<file path="src/rtl/uart_autobaud_if.sv">
// uart_autobaud_if: control, serial line and divisor/lock status of the autobaud detector.
interface uart_autobaud_if #(parameter int DIV_WIDTH = 16);
   logic                 clken;
   logic                 rxd;
   logic                 relock;
   logic                 baud_x16_strobe;
   logic [DIV_WIDTH-1:0] divisor;
   logic                 locked;
   logic                 lock_error;
   modport master (output clken, rxd, relock, input baud_x16_strobe, divisor, locked, lock_error);
   modport slave (input clken, rxd, relock, output baud_x16_strobe, divisor, locked, lock_error);
endinterface

</file>
<file path="src/rtl/uart_autobaud.sv">
// uart_autobaud: measures a 0x55 sync byte to derive a x16 baud divisor and generates the strobe.
// Optional UART_AUTOBAUD_GLITCH_FILTER_EN: 3-sample majority on the synchronized line.
module uart_autobaud #(
   parameter int DIV_WIDTH   = 16,
   parameter int DEFAULT_DIV = 26,
   parameter int MIN_DIV     = 2
) (
   input logic clk,
   input logic rst,
   uart_autobaud_if.slave bus
);
   localparam int MW = DIV_WIDTH + 7;
   typedef enum logic [1:0] {HUNT = 2'd0, MEASURE = 2'd1, STOP = 2'd2, LOCKED = 2'd3} state_t;
   state_t               state, state_n;
   logic [1:0]           sync;
   logic                 line, line_q, fall, rise, sat, load;
   logic [MW-1:0]        meas_cnt, meas_n;
   logic [1:0]           edge_cnt, edge_n;
   logic [DIV_WIDTH-1:0] cand, cand_n, cand_c, div_q, div_n, cnt, cnt_n;
   logic                 locked_q, locked_n, err_q, err_n, strobe_q, strobe_n;
`ifdef UART_AUTOBAUD_GLITCH_FILTER_EN
   logic [1:0] hist;
   assign line = (sync[1] & hist[0]) | (sync[1] & hist[1]) | (hist[0] & hist[1]);
   always_ff @(posedge clk or posedge rst)
      if (rst) hist <= 2'b11;
      else if (bus.clken) hist <= {hist[0], sync[1]};
`else
   assign line = sync[1];
`endif
   assign fall = line_q & ~line;
   assign rise = ~line_q & line;
   assign sat = &meas_cnt;
   // (meas_cnt + 64) >> 7 without a wider adder: bit 6 is the rounding carry
   assign cand_c = meas_cnt[MW-1:7] + DIV_WIDTH'(meas_cnt[6]);
   assign bus.divisor = div_q;
   assign bus.locked = locked_q;
   assign bus.lock_error = err_q;
   assign bus.baud_x16_strobe = strobe_q;
   always_ff @(posedge clk or posedge rst)
      if (rst) begin
         state    <= HUNT;
         sync     <= 2'b11;
         line_q   <= 1'b1;
         meas_cnt <= '0;
         edge_cnt <= '0;
         cand     <= '0;
         div_q    <= DIV_WIDTH'(DEFAULT_DIV);
         cnt      <= DIV_WIDTH'(DEFAULT_DIV - 1);
         locked_q <= 1'b0;
         err_q    <= 1'b0;
         strobe_q <= 1'b0;
      end else if (bus.clken) begin
         state    <= state_n;
         sync     <= {sync[0], bus.rxd};
         line_q   <= line;
         meas_cnt <= meas_n;
         edge_cnt <= edge_n;
         cand     <= cand_n;
         div_q    <= div_n;
         cnt      <= cnt_n;
         locked_q <= locked_n;
         err_q    <= err_n;
         strobe_q <= strobe_n;
      end
   always_comb begin
      state_n  = state;
      meas_n   = meas_cnt;
      edge_n   = edge_cnt;
      cand_n   = cand;
      div_n    = div_q;
      locked_n = locked_q;
      err_n    = 1'b0;
      load     = 1'b0;
      case (state)
         HUNT: if (fall) begin
            state_n = MEASURE;
            meas_n  = MW'(1);
            edge_n  = '0;
         end
         MEASURE: begin
            meas_n = sat ? meas_cnt : meas_cnt + MW'(1);
            if (bus.relock) state_n = HUNT;
            else if (sat) begin
               err_n   = 1'b1;
               state_n = HUNT;
            end else if (fall) begin
               edge_n = edge_cnt + 2'd1;
               if (edge_cnt == 2'd3) begin
                  cand_n  = cand_c;
                  err_n   = cand_c < DIV_WIDTH'(MIN_DIV);
                  state_n = err_n ? HUNT : STOP;
               end
            end
         end
         STOP: if (bus.relock) state_n = HUNT;
         else if (rise) begin
            div_n    = cand;
            locked_n = 1'b1;
            load     = 1'b1;
            state_n  = LOCKED;
         end
         LOCKED: if (bus.relock) begin
            state_n  = HUNT;
            locked_n = 1'b0;
         end
      endcase
      // a divisor update restarts the period without emitting a strobe
      cnt_n    = load ? cand - DIV_WIDTH'(1) : (cnt == '0 ? div_q - DIV_WIDTH'(1) : cnt - DIV_WIDTH'(1));
      strobe_n = !load && cnt == '0;
   end
endmodule

</file>
<file path="src/flat_wrapper.sv">
// flat-port wrapper written by rule: the top's interface ports become plain ports
module uart_autobaud_flat 
#(
   parameter int DIV_WIDTH   = 16,
   parameter int DEFAULT_DIV = 26,
   parameter int MIN_DIV     = 2
)
  (clk, rst, bus_clken, bus_rxd, bus_relock, bus_baud_x16_strobe, bus_divisor, bus_locked, bus_lock_error);
  uart_autobaud_if #(.DIV_WIDTH(DIV_WIDTH)) bus_i ();
  input logic clk;
  input logic rst;
  input wire logic [$bits(bus_i.clken)-1:0] bus_clken;
  input wire logic [$bits(bus_i.rxd)-1:0] bus_rxd;
  input wire logic [$bits(bus_i.relock)-1:0] bus_relock;
  output wire logic [$bits(bus_i.baud_x16_strobe)-1:0] bus_baud_x16_strobe;
  output wire logic [$bits(bus_i.divisor)-1:0] bus_divisor;
  output wire logic [$bits(bus_i.locked)-1:0] bus_locked;
  output wire logic [$bits(bus_i.lock_error)-1:0] bus_lock_error;
  assign bus_i.clken = bus_clken;
  assign bus_i.rxd = bus_rxd;
  assign bus_i.relock = bus_relock;
  assign bus_baud_x16_strobe = bus_i.baud_x16_strobe;
  assign bus_divisor = bus_i.divisor;
  assign bus_locked = bus_i.locked;
  assign bus_lock_error = bus_i.lock_error;
  uart_autobaud #(.DIV_WIDTH(DIV_WIDTH), .DEFAULT_DIV(DEFAULT_DIV), .MIN_DIV(MIN_DIV)) u_core (.clk(clk), .rst(rst), .bus(bus_i));
endmodule
</file>
<file path="config.mk">
export PLATFORM = sky130hd
export DESIGN_NAME = uart_autobaud_flat
export DESIGN_NICKNAME = d
export VERILOG_FILES = /design/src/rtl/uart_autobaud_if.sv /design/src/rtl/uart_autobaud.sv /design/src/flat_wrapper.sv
export SDC_FILE = /design/constraint.sdc
export NUM_CORES = 1
export LEC_CHECK = 0
export ABC_AREA = 1
export BUFFER_PORTS_ARGS = -buffer_cell sky130_fd_sc_hd__buf_2
export CAP_MARGIN = 10
export CELL_PAD_IN_SITES_DETAIL_PLACEMENT = 0
export CELL_PAD_IN_SITES_GLOBAL_PLACEMENT = 1
export CORE_MARGIN = 3
export CORE_UTILIZATION = 41
export DETAILED_ROUTE_END_ITERATION = 8
export HOLD_SLACK_MARGIN = 0.12
export PLACE_DENSITY = 0.75
export SETUP_SLACK_MARGIN = 0.05
export SYNTH_ARGS = -nofsm -noshare
export SYNTH_HDL_FRONTEND = slang
export SYNTH_SLANG_ARGS = --single-unit
</file>
<file path="constraint.sdc">
create_clock -name clk -period 2.4 [get_ports clk]
set_clock_uncertainty 0.15 [all_clocks]
set_input_delay 0 -clock clk [delete_from_list [all_inputs] [get_ports clk]]
set_output_delay 0 -clock clk [all_outputs]
set_load 0.01 [all_outputs]
</file>
==> flow_metrics.env <==
export IMPL_rrSetupSlack_ns=0.15
export IMPL_min_path_type="in2async"
export IMPL_slew_violations=0
export IMPL_max_cap_viol_count=0
export IMPL_p_per_area_mw_per_mm2=993
export IMPL_yosysWarnings=0
export IMPL_grt_pass1_wl_um=21000
export IMPL_final_cell_mix="nand2_1, inv_1, dfrtp_1"
export IMPL_clock_fmax_ghz=0.445
export IMPL_cts_tree="yes"
export IMPL_first_global_vias=4278
export IMPL_nFillCells=1098
export IMPL_seqCellArea_mm2=0.00204
export IMPL_dp_hpwl_um=9340
export IMPL_gp_congestion=0.854
export IMPL_vdd_ir_drop_max_uv=665
export IMPL_grt_util_all_layers_pct=20.4
export IMPL_worstPathCellList="nand2_4 -> nor3_4 -> inv_4 -> o21ai_4 -> ha_4 -> nand3_4 -> nor2_4 -> nor2_1 -> o21ai_1 -> o21ai_1"
export IMPL_path_common_cell="o21ai_1"
export IMPL_crit_type="reg2reg"
export IMPL_arrival_ns=2.31
export IMPL_grt_max_degree=46
export IMPL_leakagePower_nw=2.76
export IMPL_die_height_um=114
export IMPL_num_antenna_cells=0
export IMPL_max_stage_delay_ns=0.57
export IMPL_htreeDepth=3
export IMPL_placement_setup_worst_slack_ns=0.0280
export IMPL_antenna_found_initial=0
export IMPL_drc=0
export IMPL_layout_commonest_cell="nand2_1"
export IMPL_die_w_um=114
export IMPL_cts_root_buf="clkbuf_16"
export IMPL_rows=38
export IMPL_worst_slew_pin_slew_ns=0.693
export IMPL_start_util_pct=43.2
export IMPL_cts_sinks=81
export IMPL_wl_per_cell_um=14.9
export IMPL_vias_per_cell=5.19
export IMPL_ys_seq_area_share_pct=42.2
export IMPL_drive_gt1_share_pct=20.9
export IMPL_finalCritPeriodShare_pct=93.6
export IMPL_rsz0062_at_grt="true"
export IMPL_pin_count=24
export IMPL_syn_area_mm2=0.00483
export IMPL_cp_max_fo=7
export IMPL_wl_um=12600
export IMPL_ys_seq_elements=81
export IMPL_critPathRequiredTime_ns=2.46
export IMPL_drt_pass1_iterations=4
export IMPL_postRouteAntennaNets=0
export IMPL_period_needed_ns=2.25
export IMPL_max_slew_margin_pct=53.8
export IMPL_die_area_mm2=0.0131
export IMPL_cp_slowest_cell="dfstp_2"
export IMPL_syn_mean_instance_area_um2=7.44
export IMPL_multi_input_area_mm2=0.00250
export IMPL_port_buffers=23
export IMPL_end_kind="flop"
export IMPL_syn_inst=649
export IMPL_drtIter0Drc=296
export IMPL_vias=4389
export IMPL_numCtsBuffers=9
export IMPL_synth_distinct_cells=39
export IMPL_nets=711
export IMPL_clockBufferDepth=2
export IMPL_coreArea_mm2=0.0112
export IMPL_fin_ws_ns=0.153
export IMPL_synth_net_count=659
export IMPL_hold_viol_final=0
export IMPL_clk_pin_slew_ns=0.06
export IMPL_setup_tns_ns=0
export IMPL_start_kind="flop"
export IMPL_area_delta_synth_final_pct=19.3
export IMPL_setup_violations=0
export IMPL_grt_ovfl_total=0
export IMPL_outcome="finished, final reports clean"
export IMPL_hold_worst_slack_ns=0.126
export IMPL_insertion_delay_ns=0.35
[worst max-delay path, delay by kind of cell, from the launching register on]
kind	cells	cell delay, ns
flip-flops	1	0.57
AND/OR/NAND/NOR	5	0.67
buffers and inverters	1	0.10
adder cells (fa/ha/maj)	1	0.19
AO/OA/AOI/OAI	3	0.43
[cells in the mapped netlist, drive strengths merged]
cell	number	area share, %
xnor2	2	0.36
a211oi	1	0.16
inv	85	6.6
o31ai	3	0.47
o41ai	1	0.18
nor2	73	6.6
dfstp	9	4.9
dfrtp	72	37
a21oi	21	2.2
ha	5	1.3
nor4	4	0.52
clkbuf	6	0.47
nor3	17	2.0
nand2	175	15
a22oi	1	0.16
clkinv	1	0.078
o21ai	63	6.8
a31oi	4	0.52
nand4	8	1.0
nand3b	4	0.62
o21a	1	0.16
nand3	62	7.8
xor2	15	2.7
or2	2	0.26
nor3b	1	0.16
buf	12	1.7
a32o	1	0.21
[worst paths after layout]
path	from	to	cells past startpoint
worst min register to register	u_core.bus.locked	u_core.bus.locked	2
max in group asynchronous	rst	u_core.sync[0]	4
worst max-delay path	u_core.sync[1]	u_core.cnt[6]	10
min in group clk	u_core.bus.locked	u_core.bus.locked	2
worst min-delay path	rst	u_core.cand[2]	3
worst max register to register	u_core.sync[1]	u_core.cnt[6]	10
[kinds of logic (layout without fill, tap and decap cells)]
| family | count (synthesis) | after routing | share of synthesized area (%) |
|---|---|---|---|
| XOR/XNOR | 17 | 17 | 3.09 |
| buffers and inverters | 104 | 160 | 8.87 |
| adder cells (fa/ha/maj) | 5 | 5 | 1.30 |
| AO/OA/AOI/OAI | 96 | 96 | 10.8 |
| flip-flops | 81 | 81 | 42.2 |
| AND/OR/NAND/NOR | 346 | 346 | 33.7 |
[registers in the layout, summed over array words and instances (netlist names)]
name and count:
u_core.bus.baud_x16_strobe 1, u_core.cand 16, u_core.edge_cnt 2, u_core.bus.lock_error 1, u_core.bus.locked 1, u_core.sync 2
u_core.meas_cnt 23, u_core.cnt 16, u_core.state 2, u_core.line_q 1, u_core.bus.divisor 16
[metrics by stage]
stage	power (mW)	std cells	util, %	instance area (um2)
3_5_place_dp	4.17	813	46.4	5180
4_1_cts	5.57	834	49.5	5530
3_3_place_gp	4.13	813	46.4	5180
6_report	5.72	845	51.5	5760
2_1_floorplan	3.55	649	-	4830
5_1_grt	6.16	845	51.5	5760
[metal layers]
metal	global-route usage (%)	wire length, um	share of wire [%]	vias up
met3	4.70	426	3.4	34
met1	26.0	5630	45	2072
li1	-	-	-	2192
met2	33.1	6120	49	91
met4	8.79	395	3.1	0
met5	0	0	0	-
[power breakdown]
| group | switching, mW | leakage, nW | internal (mW) |
|---|---|---|---|
| Combinational | 1.47 | 1.62 | 0.822 |
| Sequential | 0.318 | 1.01 | 1.75 |
| Clock | 0.564 | 0.135 | 0.800 |
| Total | 2.35 | 2.76 | 3.37 |
[layout make-up]
cell class	count	share of cell area, %
Inverter	86	5.67
Timing Repair Buffer	59	7.45
Clock buffer	10	3.98
Clock inverter	5	1.02
Sequential cell	81	35.4
Multi-Input combinational cell	464	43.4
Tap cell	140	3.04
[timing repair]
item	in CTS	in global routing
hold buffers	6	0
pin swaps	0	18
resized for setup	1	37
endpoints found under the setup margin	2	38
buffers inserted	0	11
hold endpoints to repair	106	0
No activity file was read; power rests on OpenSTA's default activity.
